[config.mk]
export PLATFORM = sky130hd
export DESIGN_NAME = reg_file_mp
export DESIGN_NICKNAME = d
export VERILOG_FILES = /design/src/rtl/reg_file_pkg.sv /design/src/rtl/reg_scoreboard.sv /design/src/rtl/reg_file_mp.sv
export SDC_FILE = /design/constraint.sdc
export NUM_CORES = 2
export LEC_CHECK = 0
export CORE_AREA = 2 2 646 391
export DETAILED_ROUTE_END_ITERATION = 10
export DIE_AREA = 0 0 648 393
export GPL_ROUTABILITY_DRIVEN = 0
export SLEW_MARGIN = 40
export SYNTH_ARGS = -nofsm -noshare
export SYNTH_HDL_FRONTEND = slang
export SYNTH_SLANG_ARGS = --single-unit
export TNS_END_PERCENT = 100
[constraint.sdc]
create_clock -name clk -period 6.1 [get_ports clk]
set_clock_uncertainty 0.2 [all_clocks]
set_input_delay 1.525 -clock clk [delete_from_list [all_inputs] [get_ports clk]]
set_output_delay 1.525 -clock clk [all_outputs]
set_load 0.05 [all_outputs]
[src/rtl/reg_file_pkg.sv]
// reg_file_pkg: shared state enum and default sizes for the multi-port register file
package reg_file_pkg;
  localparam int XLEN_D = 32;
  localparam int NREG_D = 32;
  typedef enum logic {INIT, RUN} state_t;
endpackage

[src/rtl/reg_scoreboard.sv]
// reg_scoreboard: per-register pending-write bits with write-bypass-aware busy outputs
module reg_scoreboard
  import reg_file_pkg::*;
#(
  parameter int NREG = NREG_D,
  parameter int NRP  = 2,
  parameter int AW   = $clog2(NREG)
) (
  input  logic              clk,
  input  logic              reset,
  input  logic              run,
  input  logic              set,
  input  logic [AW-1:0]     set_addr,
  input  logic [1:0]        wen,
  input  logic [2*AW-1:0]   waddr,
  input  logic [NRP*AW-1:0] raddr,
  output logic [NRP-1:0]    busy_o
);
  localparam logic [AW:0] NREG_W = (AW+1)'(NREG);
  logic [NREG-1:0] busy;
  logic            set_ok;
  assign set_ok = run && set && set_addr != '0 && {1'b0, set_addr} < NREG_W;
  // the set is applied after the clears so a new producer wins over a same-cycle write
  always_ff @(posedge clk) begin
    if (!reset) busy <= '0;
    else begin
      for (int j = 0; j < 2; j++) if (wen[j]) busy[waddr[j*AW +: AW]] <= 1'b0;
      if (set_ok) busy[set_addr] <= 1'b1;
    end
  end
  for (genvar k = 0; k < NRP; k++) begin : g_rd
    logic [AW-1:0] ra;
    assign ra = raddr[k*AW +: AW];
    assign busy_o[k] = run && {1'b0, ra} < NREG_W && busy[ra] &&
                       !((wen[0] && waddr[0 +: AW] == ra) || (wen[1] && waddr[AW +: AW] == ra));
  end
endmodule

[src/rtl/reg_file_mp.sv]
// reg_file_mp: multi-port register file with zeroing sweep after reset, write bypass and scoreboard
module reg_file_mp
  import reg_file_pkg::*;
#(
  parameter  int XLEN = XLEN_D,
  parameter  int NREG = NREG_D,
  parameter  int NRP  = 2,
  localparam int AW   = $clog2(NREG)
) (
  input  logic                clk,
  input  logic                reset,
  input  logic [NRP*AW-1:0]   raddr_i,
  output logic [NRP*XLEN-1:0] rdata_o,
  input  logic [1:0]          wen_c,
  input  logic [2*AW-1:0]     waddr_i,
  input  logic [2*XLEN-1:0]   wdata_i,
  input  logic                sb_set_c,
  input  logic [AW-1:0]       sb_addr_i,
  output logic [NRP-1:0]      sb_busy_o,
  output logic                ready_o
);
  localparam logic [AW:0] NREG_W = (AW+1)'(NREG);
  state_t          state, state_n;
  logic [AW-1:0]   idx, idx_n;
  logic [XLEN-1:0] regs [NREG];
  logic [AW-1:0]   wa [2];
  logic [XLEN-1:0] wd [2];
  logic [1:0]      we;
  assign ready_o = state == RUN;
  for (genvar j = 0; j < 2; j++) begin : g_wr
    assign wa[j] = waddr_i[j*AW +: AW];
    assign wd[j] = wdata_i[j*XLEN +: XLEN];
    assign we[j] = ready_o && wen_c[j] && wa[j] != '0 && {1'b0, wa[j]} < NREG_W;
  end
  always_ff @(posedge clk) begin
    if (!reset) begin
      state <= INIT;
      idx   <= AW'(1);
    end else begin
      state <= state_n;
      idx   <= idx_n;
    end
  end
  always_comb begin
    state_n = (state == INIT && idx == AW'(NREG - 1)) ? RUN : state;
    idx_n   = (state == INIT) ? idx + 1'b1 : idx;
  end
  // no reset on the array itself: contents become defined by the INIT sweep
  always_ff @(posedge clk) begin
    if (reset) begin
      if (state == INIT) regs[idx] <= '0;
      for (int j = 0; j < 2; j++) if (we[j]) regs[wa[j]] <= wd[j];
    end
  end
  for (genvar k = 0; k < NRP; k++) begin : g_rd
    logic [AW-1:0] ra;
    assign ra = raddr_i[k*AW +: AW];
    assign rdata_o[k*XLEN +: XLEN] = (we[1] && wa[1] == ra) ? wd[1] :
                                     (we[0] && wa[0] == ra) ? wd[0] :
                                     (ready_o && ra != '0 && {1'b0, ra} < NREG_W) ? regs[ra] : '0;
  end
  reg_scoreboard #(.NREG(NREG), .NRP(NRP), .AW(AW)) u_sb (
    .clk      (clk),
    .reset    (reset),
    .run      (ready_o),
    .set      (sb_set_c),
    .set_addr (sb_addr_i),
    .wen      (we),
    .waddr    (waddr_i),
    .raddr    (raddr_i),
    .busy_o   (sb_busy_o)
  );
endmodule

Word level (Yosys, flattened, before mapping)
Memories as Yosys holds them, arrays and structs flattened.
Index checks and enable logic that the tools add are counted.
Widths: inputs -> output; s select.
{"block": "word_totals", "latch_bits": 0, "regBits": 38, "ram_bits": 1024, "n_memories": 1, "output_inout_bits": 67, "elab_cells": 87, "input_bits": 94, "mem_bits_ro": 0}
{"name": "regs", "words": 32, "width": 32, "read_ports": 2, "rd_ports_with_merged_regs": 0, "write_ports": 2, "line_no": "reg_file_mp.sv:25", "source": "logic [XLEN-1:0] regs [NREG];"}
{"block": "op_classes", "n_div": 0, "n_reduce_logical": 30, "add_sub_neg": 1, "eq_ne": 5, "order_cmp": 8, "bitwise": 6, "n_mux": 33, "n_mul": 0, "n_shift": 0}
{"cell": "$mux 32", "n": 12}
{"cell": "$and 32x32->32", "n": 2}
{"cell": "$not 32->32", "n": 2}
{"cell": "$or 32x32->32", "n": 1}
{"cell": "$reduce_or 32->1", "n": 1}
{"cell": "$lt 5x6->1 const B", "n": 5}
{"cell": "$reduce_bool 5->1", "n": 5}
{"cell": "$eq 5x5->1", "n": 4}
{"cell": "$logic_and 1x1->1", "n": 20}
{"cell": "$demux 1 s5", "n": 3}
{"cell": "$ge 5x1->1 const B", "n": 3}
{"cell": "$mux 1", "n": 15}
{"cell": "$bmux 1 s5", "n": 2}
{"cell": "$add 5x1->5 const B", "n": 1}
{"cell": "$eq 5x5->1 const B", "n": 1}
{"cell": "$mux 5", "n": 1}
{"cell": "$logic_not 1->1", "n": 2}
{"cell": "$logic_or 1x1->1", "n": 2}
{"cell": "$not 1->1", "n": 1}

Depth between registers and ports, before layout
{"block": "depth", "depth_word": 13, "depth_mapped": 9}

By module
Synthesis repeated with hierarchy kept, for this count alone.
{"block": "hier_totals", "hier_cells": 5652, "area_unflattened_um2": 62947.9}
{"module": "reg_file_mp", "instances": 1, "cells_each": 5370, "area_per_inst_um2": 60311.6}
{"module": "reg_scoreboard", "instances": 1, "cells_each": 282, "area_per_inst_um2": 2636.3}

Worst setup path before layout
OpenSTA, ideal clock, no wires.
{"block": "synth_path", "kind": "input to output", "from": "input port raddr_i[1]", "to": "output port sb_busy_o[0]", "arrival_time_ns": 4.100, "setup_slack_ns": 0.275, "n_path_buf": 4, "cell_stages": 9, "cell_sequence": "buf_2 buf_2 buf_2 buf_2 mux4_2 nand2_1 nand3b_1 a21oi_1 nor4_1"}
{"block": "synth_via", "elab_chain_len": 5, "elab_cells_between_ends": 10, "classes_between": "eq/ne: 2; mux: 2; reduce/logical: 6"}
{"item": "from (decl)", "line_no": "reg_file_mp.sv:12", "source": "input logic [NRP*AW-1:0] raddr_i,"}
{"item": "branches (longest 4 deep; another with $bmux 1 s5)"}
{"item": "$logic_and 1x1->1 (*)", "line_no": "reg_scoreboard.sv:34", "source": "assign busy_o[k] = run && {1'b0, ra} < NREG_W && busy[ra] &&"}
{"item": "to (decl)", "line_no": "reg_file_mp.sv:19", "source": "output logic [NRP-1:0] sb_busy_o,"}
Every way passes the cells marked *. The select of a mux whose other input is x is not followed.

Worst setup path after layout
{"block": "layout_path", "from": "input port waddr_i[2]", "to": "output port rdata_o[10]"}
{"block": "layout_via", "elab_chain_len": 5, "elab_cells_between_ends": 6, "classes_between": "eq/ne: 1; mux: 2; reduce/logical: 3"}
{"item": "from (decl)", "line_no": "reg_file_mp.sv:15", "source": "input logic [2*AW-1:0] waddr_i,"}
{"item": "$reduce_bool 5->1", "line_no": "reg_file_mp.sv:33", "source": "assign we[j] = ready_o && wen_c[j] && wa[j] != '0 && {1'b0, wa[j]} < NREG_W;"}
{"item": "$logic_and 1x1->1", "line_no": "reg_file_mp.sv:33"}
{"item": "$logic_and 1x1->1 (*)", "line_no": "reg_file_mp.sv:59", "source": "(we[0] && wa[0] == ra) ? wd[0] :"}
{"item": "$mux 32 (*)", "line_no": "reg_file_mp.sv:59"}
{"item": "$mux 32 (*)", "line_no": "reg_file_mp.sv:58", "source": "assign rdata_o[k*XLEN +: XLEN] = (we[1] && wa[1] == ra) ? wd[1] :"}
{"item": "to (decl)", "line_no": "reg_file_mp.sv:13", "source": "output logic [NRP*XLEN-1:0] rdata_o,"}
Mark *: on every way between the ends. The rest lies on a longest branch, timed or not.

==> impl_metrics.env <==
export IMPL_post_route_cell_area_sq_mm=0.0737
export IMPL_final_fill_count=24700
export IMPL_floorplan_die_area_sq_mm=0.255
export IMPL_initialDrtViolationCount=9891
export IMPL_routed_top_layer="met5"
export IMPL_clk_transition_reported_paths_ns=0.06
export IMPL_cts_hold_repair_buffers=0
export IMPL_cts_inserted_buffers=98
export IMPL_power_per_cell_area_mw_per_mm2=218
export IMPL_worstHoldPathType="reg -> reg"
export IMPL_setup_worst_path_end_class="primary output"
export IMPL_post_synth_inst_count=5306
export IMPL_ys_dominant_reg_cell="edfxtp_1"
export IMPL_critical_path_n_buffers_inverters=5
export IMPL_yosys_area_top_type_share_pct=49.6
export IMPL_dpl_cell_count=8466
export IMPL_cpPeakStageDelay_ns=0.58
export IMPL_setup_violations_final=8
export IMPL_seq_area_frac_synth_pct=50.8
export IMPL_synth_nets=5402
export IMPL_synth_edff_count=1024
export IMPL_fp_row_count=142
export IMPL_y_dimension_of_the_die_um=393
export IMPL_final_cell_count_no_fill=8655
export IMPL_finalWirelength_um=270000
export IMPL_worst_slew_pin_transition_ns=0.915
export IMPL_grt_antenna_before_repair=26
export IMPL_postSynthRegisterBits=1062
export IMPL_critical_path_max_fanout=23
export IMPL_layout_worst_path_cycle_share_pct=101
export IMPL_arrival_ns=4.46
export IMPL_post_cts_repair_setup_buffers=0
export IMPL_floorplan_io_pins=161
export IMPL_cts_path_max_buffers=3
export IMPL_synth_area_leaders="edfxtp_1 50%, mux4_2 19%, nand2_1 6.8%, o21ai_0 6.7%, clkbuf_1 2.5%"
export IMPL_r2r_start="ready_o$_SDFFE_PN0P_"
export IMPL_route_met3_wl_um=50400
export IMPL_met2_length_um=109000
export IMPL_viasPerCell=5.77
export IMPL_startpoint_type="primary input"
export IMPL_timing_critical_path_slowest_stage_cell="clkdlybuf4s50_1"
export IMPL_final_max_slew_violation_count=0
export IMPL_mappedNetlistArea_sq_mm=0.0620
export IMPL_setup_slack_reg_to_reg_ns=2.19
export IMPL_reg2reg_depth=8
export IMPL_remaining_design_rule_violation_count=0
export IMPL_setup_worst_path_start="waddr_i[2]"
export IMPL_initial_util_pct=24.9
export IMPL_clock_sinks=1062
export IMPL_timing_max_cap_violations=0
export IMPL_grt_start_max_net_pins=66
export IMPL_io_buffer_count=160
export IMPL_route_detailed_wl_per_inst_um=31.2
export IMPL_hold_start="u_sb.busy[3]$_SDFF_PN0_"
export IMPL_crit_family="buffers and inverters"
export IMPL_global_route_overflow_total=0
export IMPL_vias_in_the_first_global_route=46400
export IMPL_rsz0062_at_grt="false"
export IMPL_vias=50000
export IMPL_report_final_hold_viol_count=0
export IMPL_crit_path_end="rdata_o[10]"
export IMPL_htreeDepth=3
export IMPL_root_cell_of_the_clock_tree="clkbuf_16"
export IMPL_regToRegEndpoint="regs[13][17]$_DFFE_PP_"
export IMPL_worstPathCellList="clkdlybuf4s50_1 > buf_4 > xor2_1 > a211oi_1 > and2_1 > buf_6 > and2_1 > buf_4 > a221o_1 > buf_12"
export IMPL_track_usage_pct=20.7
export IMPL_required_ns=4.38
export IMPL_peakVddDrop_mv=0.187
export IMPL_ys_async_rst_share_pct=0
export IMPL_antenna_violating_nets_post_route=0
export IMPL_fp_dieW_um=648
export IMPL_detailed_place_hpwl_um=177000
export IMPL_p_leak_nw=20.6
export IMPL_slew_limit_headroom_pct=38.9
export IMPL_path_length_in_cells_of_the_critical_path=10
export IMPL_yosysTopAreaCell="edfxtp_1"
export IMPL_dpl_cell_area_sq_mm=0.0704
export IMPL_final_critical_path_setup_slack_ns=-0.0877
export IMPL_synthesis_yosys_warnings=0
export IMPL_tritoncts="built"
export IMPL_layout_drive_gt1_share_pct=25.6
export IMPL_detail_route_wirelength_met1_um=96700
export IMPL_combined_area_of_the_multi_input_logic_cells_sq_mm=0.0283
export IMPL_finalCriticalPeriod_ns=6.19
export IMPL_first_pass_grt_wire_length_um=370000
export IMPL_violated_checks="setup timing"
export IMPL_synthToLayoutAreaGrowth_pct=18.9
export IMPL_worst_skew_pair_late_latency_ns=0.75
export IMPL_criticalPathCategory="in -> out"
export IMPL_final_net_count=5353
export IMPL_status="finished with violations"
export IMPL_drt_pass1_iterations=9
export IMPL_syn_area_per_cell_sq_um=11.7
export IMPL_synth_distinct_cells=64
export IMPL_max_freq_ghz=0.162
export IMPL_placeableCoreArea_sq_mm=0.249
export IMPL_regArea_sq_mm=0.0315
-- per-stage QoR --
step	utilization, %	setup WS (ns)	hold slack, ns	TNS, ns	total power, W
2_1_floorplan	-	0.275	0.248	0	0.00891
3_3_place_gp	28.2	-0.111	0.265	-0.188	0.00958
3_5_place_dp	28.3	-0.0469	0.271	-0.254	0.00959
4_1_cts	29.6	0.0243	0.289	0	0.0159
5_1_grt	29.6	0.00848	0.302	0	0.0163
6_report	29.6	-0.0877	0.293	-0.534	0.0160
-- Yosys cell counts, types with 31 or more instances --
cell / count
a221o_1: 41
o31ai_1: 49
dfxtp_1: 38
o21ai_0: 830
a21oi_1: 54
nand3_1: 50
mux2_2: 75
nor2_1: 53
o21ai_1: 177
a221oi_1: 31
and2_1: 33
clkbuf_1: 413
o22ai_1: 130
mux4_2: 530
buf_4: 36
buf_2: 161
nand2_1: 1130
buf_1: 76
edfxtp_1: 1024
-- cell families after synthesis --
family / synth area share [%]
AO/OA/AOI/OAI: 12.8
XOR/XNOR: 0.311
adder cells (fa/ha/maj): 0.0404
buffers and inverters: 5.03
flip-flops: 50.8
multiplexers: 21.0
AND/OR/NAND/NOR: 9.96
-- area by class of cell --
class | count | area share (%)
sequential | 1062 | 42.8
timing repair buffer | 547 | 8.67
tap | 3312 | 5.62
antenna | 6 | 0.0204
multi-input combinational | 3523 | 38.4
inverter | 25 | 0.129
clock buffer | 116 | 3.45
clock inverter | 64 | 0.895
-- report_power, final --
group / internal (W) / switching, W / leakage (nW) / total, W
clock: 0.00347 / 0.00307 / 1.54 / 0.00653
combinational: 0.000555 / 0.000952 / 10.7 / 0.00151
sequential: 0.00795 / 0.0000366 / 8.28 / 0.00799
-- state kept, by name, indices dropped and copies added (netlist names) --
| signal | count |
|---|---|
| idx | 5 |
| u_sb.busy | 32 |
| ready_o | 1 |
| regs | 1024 |
-- timing repair --
item,in CTS,in global routing
setup endpoints to repair,8,5
endpoints found under the hold margin,0,0
resized for setup,1,3
-- worst min path at each step --
stage,cells after the start,endpoint
after detailed placement,1,u_sb.busy[0]$_SDFF_PN0_
after global routing,1,u_sb.busy[0]$_SDFF_PN0_
after global placement,1,u_sb.busy[0]$_SDFF_PN0_
after CTS,1,u_sb.busy[0]$_SDFF_PN0_
after floorplan,1,u_sb.busy[0]$_SDFF_PN0_
final,2,u_sb.busy[3]$_SDFF_PN0_
-- layout by cell type, fill, tap and decap left out, types with 12 or more instances in the layout --
| master | synthesis | final |
|---|---|---|
| nor2_1 | 53 | 50 |
| mux2i_1 | 19 | 19 |
| o31ai_1 | 49 | 49 |
| clkinv_2 | 0 | 13 |
| mux4_2 | 530 | 530 |
| a21oi_1 | 54 | 54 |
| and3_1 | 17 | 17 |
| clkdlybuf4s50_1 | 0 | 84 |
| inv_1 | 23 | 23 |
| nand2_2 | 0 | 36 |
| a221oi_1 | 31 | 31 |
| clkbuf_1 | 413 | 17 |
| or2_0 | 21 | 21 |
| a221o_1 | 41 | 41 |
| nand2_1 | 1130 | 1075 |
| o22ai_1 | 130 | 130 |
| a31oi_1 | 24 | 24 |
| nor3_1 | 30 | 29 |
| nand3_1 | 50 | 41 |
| mux2_2 | 75 | 75 |
| buf_4 | 36 | 280 |
| nand2_4 | 0 | 19 |
| and2_1 | 33 | 32 |
| nand4_1 | 12 | 12 |
| buf_6 | 10 | 13 |
| o2bb2ai_4 | 0 | 27 |
| nor2b_1 | 16 | 14 |
| dfxtp_1 | 38 | 37 |
| edfxtp_1 | 1024 | 1024 |
| o211ai_1 | 18 | 18 |
| or2_2 | 29 | 29 |
| clkbuf_16 | 0 | 99 |
| o21ai_0 | 830 | 828 |
| clkinv_1 | 1 | 22 |
| xor2_1 | 16 | 16 |
| buf_12 | 0 | 152 |
| o21ai_1 | 177 | 177 |
-- metal layers --
layer  track usage [%]  up-vias
li1                  -    20100
met1              27.0    24500
met2              28.5     4643
met3              10.2      720
met4              9.10       18
met5                 0        -
-- worst min-delay path: cells and delay by family (launching register included) --
kind / cells / cell delay [ns]
flops: 1 / 0.32
simple gates: 1 / 0.07
compound gates: 1 / 0.06
No activity file was read; power rests on OpenSTA's default activity.
